==> config.mk <==
export PLATFORM = sky130hd
export DESIGN_NAME = ex_operand_stage
export DESIGN_NICKNAME = d
export VERILOG_FILES = /design/src/rtl/ex_operand_stage.sv
export SDC_FILE = /design/constraint.sdc
export NUM_CORES = 1
export LEC_CHECK = 0
export BUFFER_PORTS_ARGS = -buffer_cell sky130_fd_sc_hd__buf_2
export CAP_MARGIN = 25
export CORE_AREA = 4 4 148 150
export CTS_CLUSTER_DIAMETER = 150
export DETAILED_ROUTE_END_ITERATION = 8
export DIE_AREA = 0 0 152 154
export GPL_TIMING_DRIVEN = 0
export PLACE_DENSITY_LB_ADDON = 0.1
export SLEW_MARGIN = 20
export SYNTH_ARGS = -nofsm -noshare
export SYNTH_HDL_FRONTEND = slang
export SYNTH_SLANG_ARGS = --single-unit
==> constraint.sdc <==
create_clock -name clk_i -period 5.2 [get_ports clk_i]
set_input_delay 0.78 -clock clk_i [delete_from_list [all_inputs] [get_ports clk_i]]
set_output_delay 0.78 -clock clk_i [all_outputs]
set_load 0.01 [all_outputs]
==> src/rtl/ex_operand_stage.sv <==
// ID/EX operand stage: holds one decoded instruction, forwards from MEM/WB,
// muxes ALU operands and stalls on load-use hazards.
//
//   state     | meaning
//   ----------+---------------------------------------------------------
//   S_EMPTY   | no instruction held
//   S_FULL    | instruction held, operands resolvable
//   S_LU_WAIT | instruction held, waiting one cycle for a load in MEM
module ex_operand_stage #(
    parameter int XLEN = 32,
    parameter int RA_W = 5
) (
    input  logic            clk_i,
    input  logic            rst_i,
    input  logic            flush_i,

    input  logic            id_valid_i,
    output logic            id_ready_o,
    input  logic [XLEN-1:0] id_pc_i,
    input  logic [RA_W-1:0] id_rs1_addr_i,
    input  logic [RA_W-1:0] id_rs2_addr_i,
    input  logic [XLEN-1:0] id_rs1_data_i,
    input  logic [XLEN-1:0] id_rs2_data_i,
    input  logic [XLEN-1:0] id_imm_i,
    input  logic [1:0]      id_a_sel_i,
    input  logic            id_b_sel_i,
    input  logic [3:0]      id_alu_op_i,
    input  logic [RA_W-1:0] id_rd_addr_i,
    input  logic            id_rd_wen_i,

    input  logic [RA_W-1:0] mem_rd_addr_i,
    input  logic            mem_rd_wen_i,
    input  logic [XLEN-1:0] mem_rd_data_i,
    input  logic            mem_is_load_i,

    input  logic [RA_W-1:0] wb_rd_addr_i,
    input  logic            wb_rd_wen_i,
    input  logic [XLEN-1:0] wb_rd_data_i,

    input  logic            ex_ready_i,
    output logic            ex_valid_o,
    output logic [XLEN-1:0] operand_a_o,
    output logic [XLEN-1:0] operand_b_o,
    output logic [3:0]      alu_op_o,
    output logic [XLEN-1:0] ex_rs2_data_o,
    output logic [RA_W-1:0] ex_rd_addr_o,
    output logic            ex_rd_wen_o,
    output logic            load_use_stall_o
);

    typedef enum logic [1:0] {
        S_EMPTY   = 2'd0,
        S_FULL    = 2'd1,
        S_LU_WAIT = 2'd2
    } state_t;

    state_t          r_state;
    state_t          w_state_nxt;

    logic [XLEN-1:0] r_pc;
    logic [XLEN-1:0] r_imm;
    logic [XLEN-1:0] r_rs1_data;
    logic [XLEN-1:0] r_rs2_data;
    logic [RA_W-1:0] r_rs1_addr;
    logic [RA_W-1:0] r_rs2_addr;
    logic [1:0]      r_a_sel;
    logic            r_b_sel;
    logic [3:0]      r_alu_op;
    logic [RA_W-1:0] r_rd_addr;
    logic            r_rd_wen;

    logic            w_valid_q;
    logic            w_mem_hit_rs1;
    logic            w_mem_hit_rs2;
    logic            w_wb_hit_rs1;
    logic            w_wb_hit_rs2;
    logic [XLEN-1:0] w_fwd_rs1;
    logic [XLEN-1:0] w_fwd_rs2;
    logic            w_lu;
    logic            w_fire;
    logic            w_capture;

    assign w_valid_q = (r_state != S_EMPTY);

    // x0 never matches, so it always reads the held value
    assign w_mem_hit_rs1 = mem_rd_wen_i && (mem_rd_addr_i == r_rs1_addr) && (r_rs1_addr != '0);
    assign w_mem_hit_rs2 = mem_rd_wen_i && (mem_rd_addr_i == r_rs2_addr) && (r_rs2_addr != '0);
    assign w_wb_hit_rs1  = wb_rd_wen_i  && (wb_rd_addr_i  == r_rs1_addr) && (r_rs1_addr != '0);
    assign w_wb_hit_rs2  = wb_rd_wen_i  && (wb_rd_addr_i  == r_rs2_addr) && (r_rs2_addr != '0);

    always_comb begin
        w_fwd_rs1 = r_rs1_data;
        if (w_mem_hit_rs1) begin
            w_fwd_rs1 = mem_rd_data_i;
        end else if (w_wb_hit_rs1) begin
            w_fwd_rs1 = wb_rd_data_i;
        end
    end

    always_comb begin
        w_fwd_rs2 = r_rs2_data;
        if (w_mem_hit_rs2) begin
            w_fwd_rs2 = mem_rd_data_i;
        end else if (w_wb_hit_rs2) begin
            w_fwd_rs2 = wb_rd_data_i;
        end
    end

    // rs2 always counts as used because it is also the store data
    assign w_lu = w_valid_q && mem_is_load_i &&
                  ((w_mem_hit_rs1 && (r_a_sel == 2'd0)) || w_mem_hit_rs2);

    assign ex_valid_o       = w_valid_q && !w_lu && !flush_i;
    assign w_fire           = ex_valid_o && ex_ready_i;
    assign id_ready_o       = !w_valid_q || w_fire;
    assign w_capture        = id_valid_i && id_ready_o && !flush_i;
    assign load_use_stall_o = w_lu;

    always_comb begin
        w_state_nxt = r_state;
        if (flush_i) begin
            w_state_nxt = S_EMPTY;
        end else begin
            case (r_state)
                S_EMPTY: begin
                    if (w_capture) begin
                        w_state_nxt = S_FULL;
                    end
                end
                S_FULL, S_LU_WAIT: begin
                    if (w_fire) begin
                        w_state_nxt = w_capture ? S_FULL : S_EMPTY;
                    end else if (w_lu) begin
                        w_state_nxt = S_LU_WAIT;
                    end else begin
                        w_state_nxt = S_FULL;
                    end
                end
                default: w_state_nxt = S_EMPTY;
            endcase
        end
    end

    always_ff @(posedge clk_i or posedge rst_i) begin
        if (rst_i) begin
            r_state <= S_EMPTY;
        end else begin
            r_state <= w_state_nxt;
        end
    end

    always_ff @(posedge clk_i or posedge rst_i) begin
        if (rst_i) begin
            r_pc       <= '0;
            r_imm      <= '0;
            r_rs1_data <= '0;
            r_rs2_data <= '0;
            r_rs1_addr <= '0;
            r_rs2_addr <= '0;
            r_a_sel    <= '0;
            r_b_sel    <= 1'b0;
            r_alu_op   <= '0;
            r_rd_addr  <= '0;
            r_rd_wen   <= 1'b0;
        end else if (w_capture) begin
            r_pc       <= id_pc_i;
            r_imm      <= id_imm_i;
            r_rs1_data <= id_rs1_data_i;
            r_rs2_data <= id_rs2_data_i;
            r_rs1_addr <= id_rs1_addr_i;
            r_rs2_addr <= id_rs2_addr_i;
            r_a_sel    <= id_a_sel_i;
            r_b_sel    <= id_b_sel_i;
            r_alu_op   <= id_alu_op_i;
            r_rd_addr  <= id_rd_addr_i;
            r_rd_wen   <= id_rd_wen_i;
        end else if (w_valid_q && !w_fire) begin
            // Latch forwarded values so they survive the producer retiring
            r_rs1_data <= w_fwd_rs1;
            r_rs2_data <= w_fwd_rs2;
        end
    end

    always_comb begin
        operand_a_o = '0;
        case (r_a_sel)
            2'd0:    operand_a_o = w_fwd_rs1;
            2'd1:    operand_a_o = r_pc;
            default: operand_a_o = '0;
        endcase
    end

    assign operand_b_o   = r_b_sel ? r_imm : w_fwd_rs2;
    assign ex_rs2_data_o = w_fwd_rs2;
    assign alu_op_o      = r_alu_op;
    assign ex_rd_addr_o  = r_rd_addr;
    assign ex_rd_wen_o   = r_rd_wen;

endmodule

## Word-level counts from Yosys, hierarchy flattened

Cells that the tools add are included.

| storage, ports and cells | value |
|---|---|
| input bits | 233 |
| word-level logic and storage cells | 66 |
| bits in registers | 153 |

| cells by class | value |
|---|---|
| muxes and demuxes | 16 |
| eq/ne operators | 8 |
| reduce and logical (&&, ||, !) cells | 30 |

Operators by type and width:

| operator | count |
|---|---|
| $mux 32 | 9 |
| $pmux 32 s2 | 1 |
| $eq 5x5->1 | 4 |
| $logic_and 1x1->1 | 17 |
| $reduce_bool 5->1 | 2 |
| $mux 2 | 4 |
| $eq 2x1->1 const B | 2 |
| $logic_not 1->1 | 4 |
| $logic_not 2->1 | 2 |
| $pmux 2 s2 | 1 |
| $reduce_bool 2->1 | 2 |
| $ne 3x3->1 const B | 1 |
| $eq 2x2->1 const B | 1 |
| $logic_or 1x1->1 | 2 |
| $reduce_or 2->1 | 1 |
| $mux 1 | 1 |

## Depth between registers and ports, before layout

Gate-level depths: netlist (run 1).

| depth | value |
|---|---|
| depth in word-level cells | 17 |
| depth in mapped cells | 9 |
| depth with buffers taken out | 6 |

## Worst setup path after synthesis (run 1)

Ideal clock, no wire load.

| timing | value |
|---|---|
| path kind | input to output |
| start | input port wb_rd_addr_i[1] |
| end | output port operand_b_o[12] |
| stages on the path | 7 |
| data arrival time | 2.409 ns |
| path slack | 2.011 ns |
| path buffers | 1 |
| cells stage by stage | xnor2_1 > nand4_1 > nor2_1 > buf_2 > mux2_2 > mux2i_1 > o21ai_0 |

| between the ends | value |
|---|---|
| word-level cells in the longest chain between the ends | 6 |

Ends and longest elaborated chain:

| item | RTL line | source |
|---|---|---|
| start: declaration | 36 | `input logic [RA_W-1:0] wb_rd_addr_i,` |
| $eq 5x5->1 | 89 | `assign w_wb_hit_rs2 = wb_rd_wen_i && (wb_rd_addr_i == r_rs2_addr) && (r_rs2_addr != '0);` |
| $logic_and 1x1->1 (2 in a row) | 89 |  |
| $mux 32 | 104 | `end else if (w_wb_hit_rs2) begin` |
| $mux 32 | 102 | `if (w_mem_hit_rs2) begin` |
| $mux 32 | 193 | `assign operand_b_o = r_b_sel ? r_imm : w_fwd_rs2;` |
| end: declaration | 43 | `output logic [XLEN-1:0] operand_b_o,` |

Every way passes these cells.

## Final worst setup path (run 1)

| timing | value |
|---|---|
| start | register r_rs2_addr[1] |
| end | output port operand_b_o[12] |

| between the ends | value |
|---|---|
| word-level cells in the longest chain between the ends | 6 |
| elaborated cells on any way between the ends | 10 |
| those cells by class | 2 x eq/ne; 3 x mux; 5 x reduce/logical |

Ends and longest elaborated chain:

| item | RTL line | source |
|---|---|---|
| start: declaration | 65 | `logic [RA_W-1:0] r_rs2_addr;` |
| start signal: assignment | 171 | `r_rs2_addr <= id_rs2_addr_i;` |
| $eq 5x5->1 | 89 |  |
| $logic_and 1x1->1 (2 in a row) | 89 |  |
| $mux 32 | 104 |  |
| $mux 32 * | 102 |  |
| $mux 32 * | 193 |  |

Mark *: on every way between the ends. The rest lies on a longest branch, timed or not.

==> results of run 1 <==
==> power by group <==
group	internal [W]	switching, W
Sequential	0.00147	0.000152
Combinational	0.000792	0.00107
Clock	0.000684	0.000568
Total	0.00295	0.00179
==> routing by layer <==
layer	global-route usage [%]	vias to the layer above	part of all wire, %
met3	6.53	50	7.1
met5	0	-	0.16
met2	47.9	346	49
met4	6.76	10	1.9
li1	-	4082	-
met1	36.5	4237	41
==> worst register-to-register path, delay by kind of cell, from the launching register on <==
| family | cells | cell delay [ns] |
|---|---|---|
| flops | 1 | 0.44 |
| simple gates | 3 | 0.89 |
| buf+inv | 2 | 0.65 |
| compound gates | 3 | 1.16 |
==> synth_stat cells (all sizes together) (16+ instances only) <==
cell type | n | area (sq um)
dfrtp | 153 | 3830
mux2 | 135 | 1520
mux2i | 96 | 961
nor2 | 85 | 319
o21ai | 82 | 422
a21oi | 51 | 255
nor3 | 49 | 245
a31oi | 48 | 300
clkbuf | 46 | 173
inv | 36 | 135
buf | 35 | 205
nand2 | 35 | 131
nand3 | 32 | 160
xnor2 | 17 | 149
or3 | 16 | 100
==> cell families after synthesis <==
kind of cell | share of synthesized area [%]
multiplexers | 27.2
AND/OR/NAND/NOR | 11.6
AO/OA/AOI/OAI | 11.6
flip-flops | 41.9
buffers and inverters | 5.61
XOR/XNOR | 1.92
adder cells (fa/ha/maj) | 0.274
==> area by class of cell <==
type,count,area (sq um)
inverters,36,143
flip-flops and latches,153,3830
fillers,2022,8880
repair buffers,342,1730
clock buffers,18,439
well taps,275,344
clock inverters,14,138
multi-input cells,674,4800
plain buffers,81,378
diodes,3,7.51
==> state kept, by name, indices dropped and copies added (netlist names) <==
register,flops
r_imm,32
r_rs2_addr,5
ex_rd_addr_o,5
r_rs1_addr,5
ex_rd_wen_o,1
r_a_sel,2
r_rs1_data,32
alu_op_o,4
r_pc,32
r_b_sel,1
r_state,2
r_rs2_data,32
==> stage by stage <==
stage | total power [W] | hold WS [ns] | instances | cell area, sq um
floorplan | 0.00277 | 0.452 | 944 | 9140
global placement | 0.00348 | 0.463 | 1560 | 11200
detailed placement | 0.00352 | 0.472 | 1561 | 11200
CTS | 0.00476 | 0.385 | 1593 | 11800
global route | 0.00501 | 0.401 | 1595 | 11800
finish | 0.00474 | 0.360 | 1596 | 11800
==> final timing paths <==
kind                       cells after the start  slack (ns)         endpoint     startpoint
min reg2reg                                    1        0.49         r_imm[9]       r_imm[9]
min in group clk_i                             1        0.49         r_imm[9]       r_imm[9]
min                                            2        0.36        r_imm[23]          rst_i
max                                            8        0.74  operand_b_o[12]  r_rs2_addr[1]
max in group asynchronous                      3        3.98   r_rs1_data[11]          rst_i
max reg2reg                                    8        1.97    r_rs2_data[3]  r_rs1_addr[3]
==> metrics.yaml, run 1 <==
fmax_mhz: 224
drtAntennaViolNets: 0
synth.distinct_cells: 38
postLayoutCoreUtil_pct: 57.1
antenna_found_initial: 7
dp_hpwl_microns: 26700
cts_resized: 0
pre_cts_ws_ns: 0.924
power-per-cell-area_nw_per_um2: 401
crit_path_start_kind: "flop"
synth_warnings: 0
first_iter_violations: 464
hold_viol_final: 0
p_leak_nw: 5.48
finalCritPeriodShare_pct: 85.8
drt_pass1_iterations: 5
slowest_delay_ns: 0.58
cts_num_sinks: 153
setup_viol: 0
cpMostUsedCell: "buf_2"
min_period_ns: 4.46
slew_violations: 0
slew_headroom_pct: 41.3
routabilityCongestion: 0.952
grt_usage_pct: 28.1
required_ns: 4.42
rsz0062_at_grt: "false"
place.port_buffers: 341
root_buffer: "clkbuf_16"
fp.dieArea_sq_um: 23400
final_cell_mix: "buf_2, dfrtp_1, mux2_2, mux2i_1, nor2_1"
synth-edff-count: 0
cts_tree: "yes"
io_pins: 342
skew_ns: 0.0140
path_buf_inv: 2
netlist_area_sq_um: 9140
tightest_slew_ns: 0.880
yosys_register_bits: 153
clk_latency_ns: 0.43
grt_pass1_vias: 8897
cp_max_fo: 10
synthesis.nets: 1179
routed_wl_microns: 34000
postCtsHoldBufs: 0
fp.dieH_microns: 154
async_flop_share_pct: 100
clkTransAtPathRegs_ns: 0.07
coreArea_sq_um: 20700
path_cells: "or4_1, o211ai_1, nor2_1, buf_2, mux2_2, mux2i_1, o21ai_0, buf_2"
grt-ovfl-total: 0
avgSynthCellArea_sq_um: 9.68
cap_viol_max_count: 0
num_vias: 8725
initial_core_util_pct: 44.2
viasPerCell: 5.47
cts_buffer_depth: 2
grt_pass1_wl_microns: 51100
slowest_stage: "or4_1"
cts_made_buffers: 17
post-route-drc-count: 0
vdd_ir_drop_max_uv: 233
grt_max_degree: 92
fin_nets: 1540
layout_commonest_cell: "buf_2"
cts_setup_buffers: 0
area_delta_synth_final_pct: 29.3
crit_type: "reg -> out"
seq_area_frac_synth_pct: 41.9
end_kind: "output port"
postSynthCellCount: 944
cp_top_family: "simple AND/OR/NAND/NOR gates"
setup_slack_ns: 0.739
fp-row-count: 53
ys.flop_type: "dfrtp_1"
drive_gt1_share_pct: 39.2
routedWlPerCell_microns: 21.3
fp.dieW_microns: 152
worst_ep_arrival_time_ns: 3.68
cts-htree-levels: 4
worstHoldPathType: "in -> async"
setup_tns_ns: 0
status: "finished clean"
(Power assumes the default switching activity.)
==> run 2: changes to the inputs <==
Settings changed: CORE_AREA 4 4 148 150 to 2 2 146 148, DIE_AREA 0 0 152 154 to 0 0 148 150, PLACE_DENSITY set to 0.73, PLACE_DENSITY_LB_ADDON 0.1 to unset.
==> run 2 against run 1 <==
Effect of this change: critical path depth did not move; combinational power barely moved; maximum frequency fell by 2.6%; utilization fell by 0.13 points; first-iteration DRC count rose by 30%; worst setup slack got worse by 0.12 ns; routed wire length rose by 0.96%; die area fell by 5.2%; sequential power barely moved; global-route usage rose by 2.4 points; largest cell class unchanged.
==> metrics.yaml, run 2 (synthesis gave the netlist of run 1 again) <==
dp_cells: 1561
postCtsHoldBufs: 0
fp.dieArea_sq_um: 22200
slew_violations: 0
fmax_mhz: 218
fp.dieW_microns: 148
cts_num_sinks: 153
fp-row-count: 53
fp.dieH_microns: 150
end_kind: "output port"
tightest_slew_ns: 0.900
p_leak_nw: 5.46
drtAntennaViolNets: 0
routedWlPerCell_microns: 21.5
worstHoldPathType: "in -> async"
drt_pass1_iterations: 5
slew_headroom_pct: 40.0
postLayoutCoreUtil_pct: 57.0
cts-htree-levels: 4
pre_cts_ws_ns: 0.807
fillerInstances: 1959
crit_path_start_kind: "flop"
clk_latency_ns: 0.44
cts_setup_buffers: 0
crit_type: "reg -> out"
grt_max_degree: 80
rsz0062_at_grt: "false"
required_ns: 4.42
clkTransAtPathRegs_ns: 0.07
setup_tns_ns: 0
fin_nets: 1540
grt-ovfl-total: 0
dpl_cell_area_sq_um: 11200
worst_ep_arrival_time_ns: 3.80
instances_no_fill: 1598
area_delta_synth_final_pct: 29.0
coreArea_sq_um: 20700
antenna_found_initial: 7
cap_viol_max_count: 0
grt_pass1_vias: 8879
root_buffer: "clkbuf_16"
cp_max_fo: 10
seqCellArea_sq_um: 3830
cts_made_buffers: 17
multi_input_area_sq_um: 4800
cts_tree: "yes"
power-per-cell-area_nw_per_um2: 398
finalCritPeriodShare_pct: 88.1
place.port_buffers: 341
cts_resized: 0
min_period_ns: 4.58
final_area_sq_um: 11800
layout_commonest_cell: "buf_2"
hold_viol_final: 0
viasPerCell: 5.55
io_pins: 342
post-route-drc-count: 0
num_vias: 8861
routed_wl_microns: 34300
grt_pass1_wl_microns: 51200
status: "finished clean"
vdd_ir_drop_max_uv: 251
first_iter_violations: 602
routabilityCongestion: 0.901
dp_hpwl_microns: 27000
skew_ns: 0.0132
setup_slack_ns: 0.620
initial_core_util_pct: 44.2
cts_buffer_depth: 2
drive_gt1_share_pct: 39.1
final_cell_mix: "buf_2, dfrtp_1, mux2_2, mux2i_1, nor2_1"
setup_viol: 0
grt_usage_pct: 30.5
[run 2: routing by layer]
layer / track usage [%] / vias up / routed length, microns
li1: - / 4093 / -
met1: 38.2 / 4274 / 13600
met2: 51.5 / 425 / 16800
met3: 7.38 / 65 / 2750
met4: 11.0 / 4 / 1040
met5: 0 / - / 30
[run 2: final cells by class]
cell class | instances | share of cell area (%)
Antenna cell | 5 | 0.106
Buffer | 81 | 3.21
Clock buffer | 18 | 3.64
Clock inverter | 14 | 0.987
Inverter | 36 | 1.21
Multi-Input combinational cell | 674 | 40.7
Sequential cell | 153 | 32.5
Tap cell | 275 | 2.92
Timing Repair Buffer | 342 | 14.7
[run 2: power breakdown]
part	internal (W)	total, W	switching [W]
Combinational	0.000793	0.00187	0.00108
Sequential	0.00147	0.00164	0.000164
Clock	0.000622	0.00119	0.000564
Total	0.00289	0.00470	0.00181
[run 2: critical path: stages, from the launching register on]
cell,delay (ns)
dfrtp_1,0.43
or4_1,0.58
o211ai_1,0.54
nor2_1,0.33
buf_2,0.31
mux2_2,0.30
mux2i_1,0.53
o21ai_0,0.17
buf_2,0.17
[run 2: path summary, 6_finish.rpt]
| check | cells past startpoint | slack, ns | startpoint | endpoint |
|---|---|---|---|---|
| max | 8 | 0.62 | r_rs2_addr[1] | operand_b_o[19] |
| min | 2 | 0.39 | rst_i | r_imm[29] |
| max reg2reg | 7 | 1.89 | r_rs2_addr[1] | r_rs2_data[19] |
| min reg2reg | 1 | 0.48 | r_imm[0] | r_imm[0] |
| max in group asynchronous | 3 | 4.01 | rst_i | r_rs1_data[7] |
| min in group clk_i | 1 | 0.48 | r_imm[0] | r_imm[0] |
[run 2: per-stage QoR]
step | hold WS [ns] | power (W)
5_1_grt | 0.435 | 0.00497
3_5_place_dp | 0.468 | 0.00352
3_3_place_gp | 0.462 | 0.00347
4_1_cts | 0.423 | 0.00471
2_1_floorplan | 0.452 | 0.00277
6_report | 0.389 | 0.00470
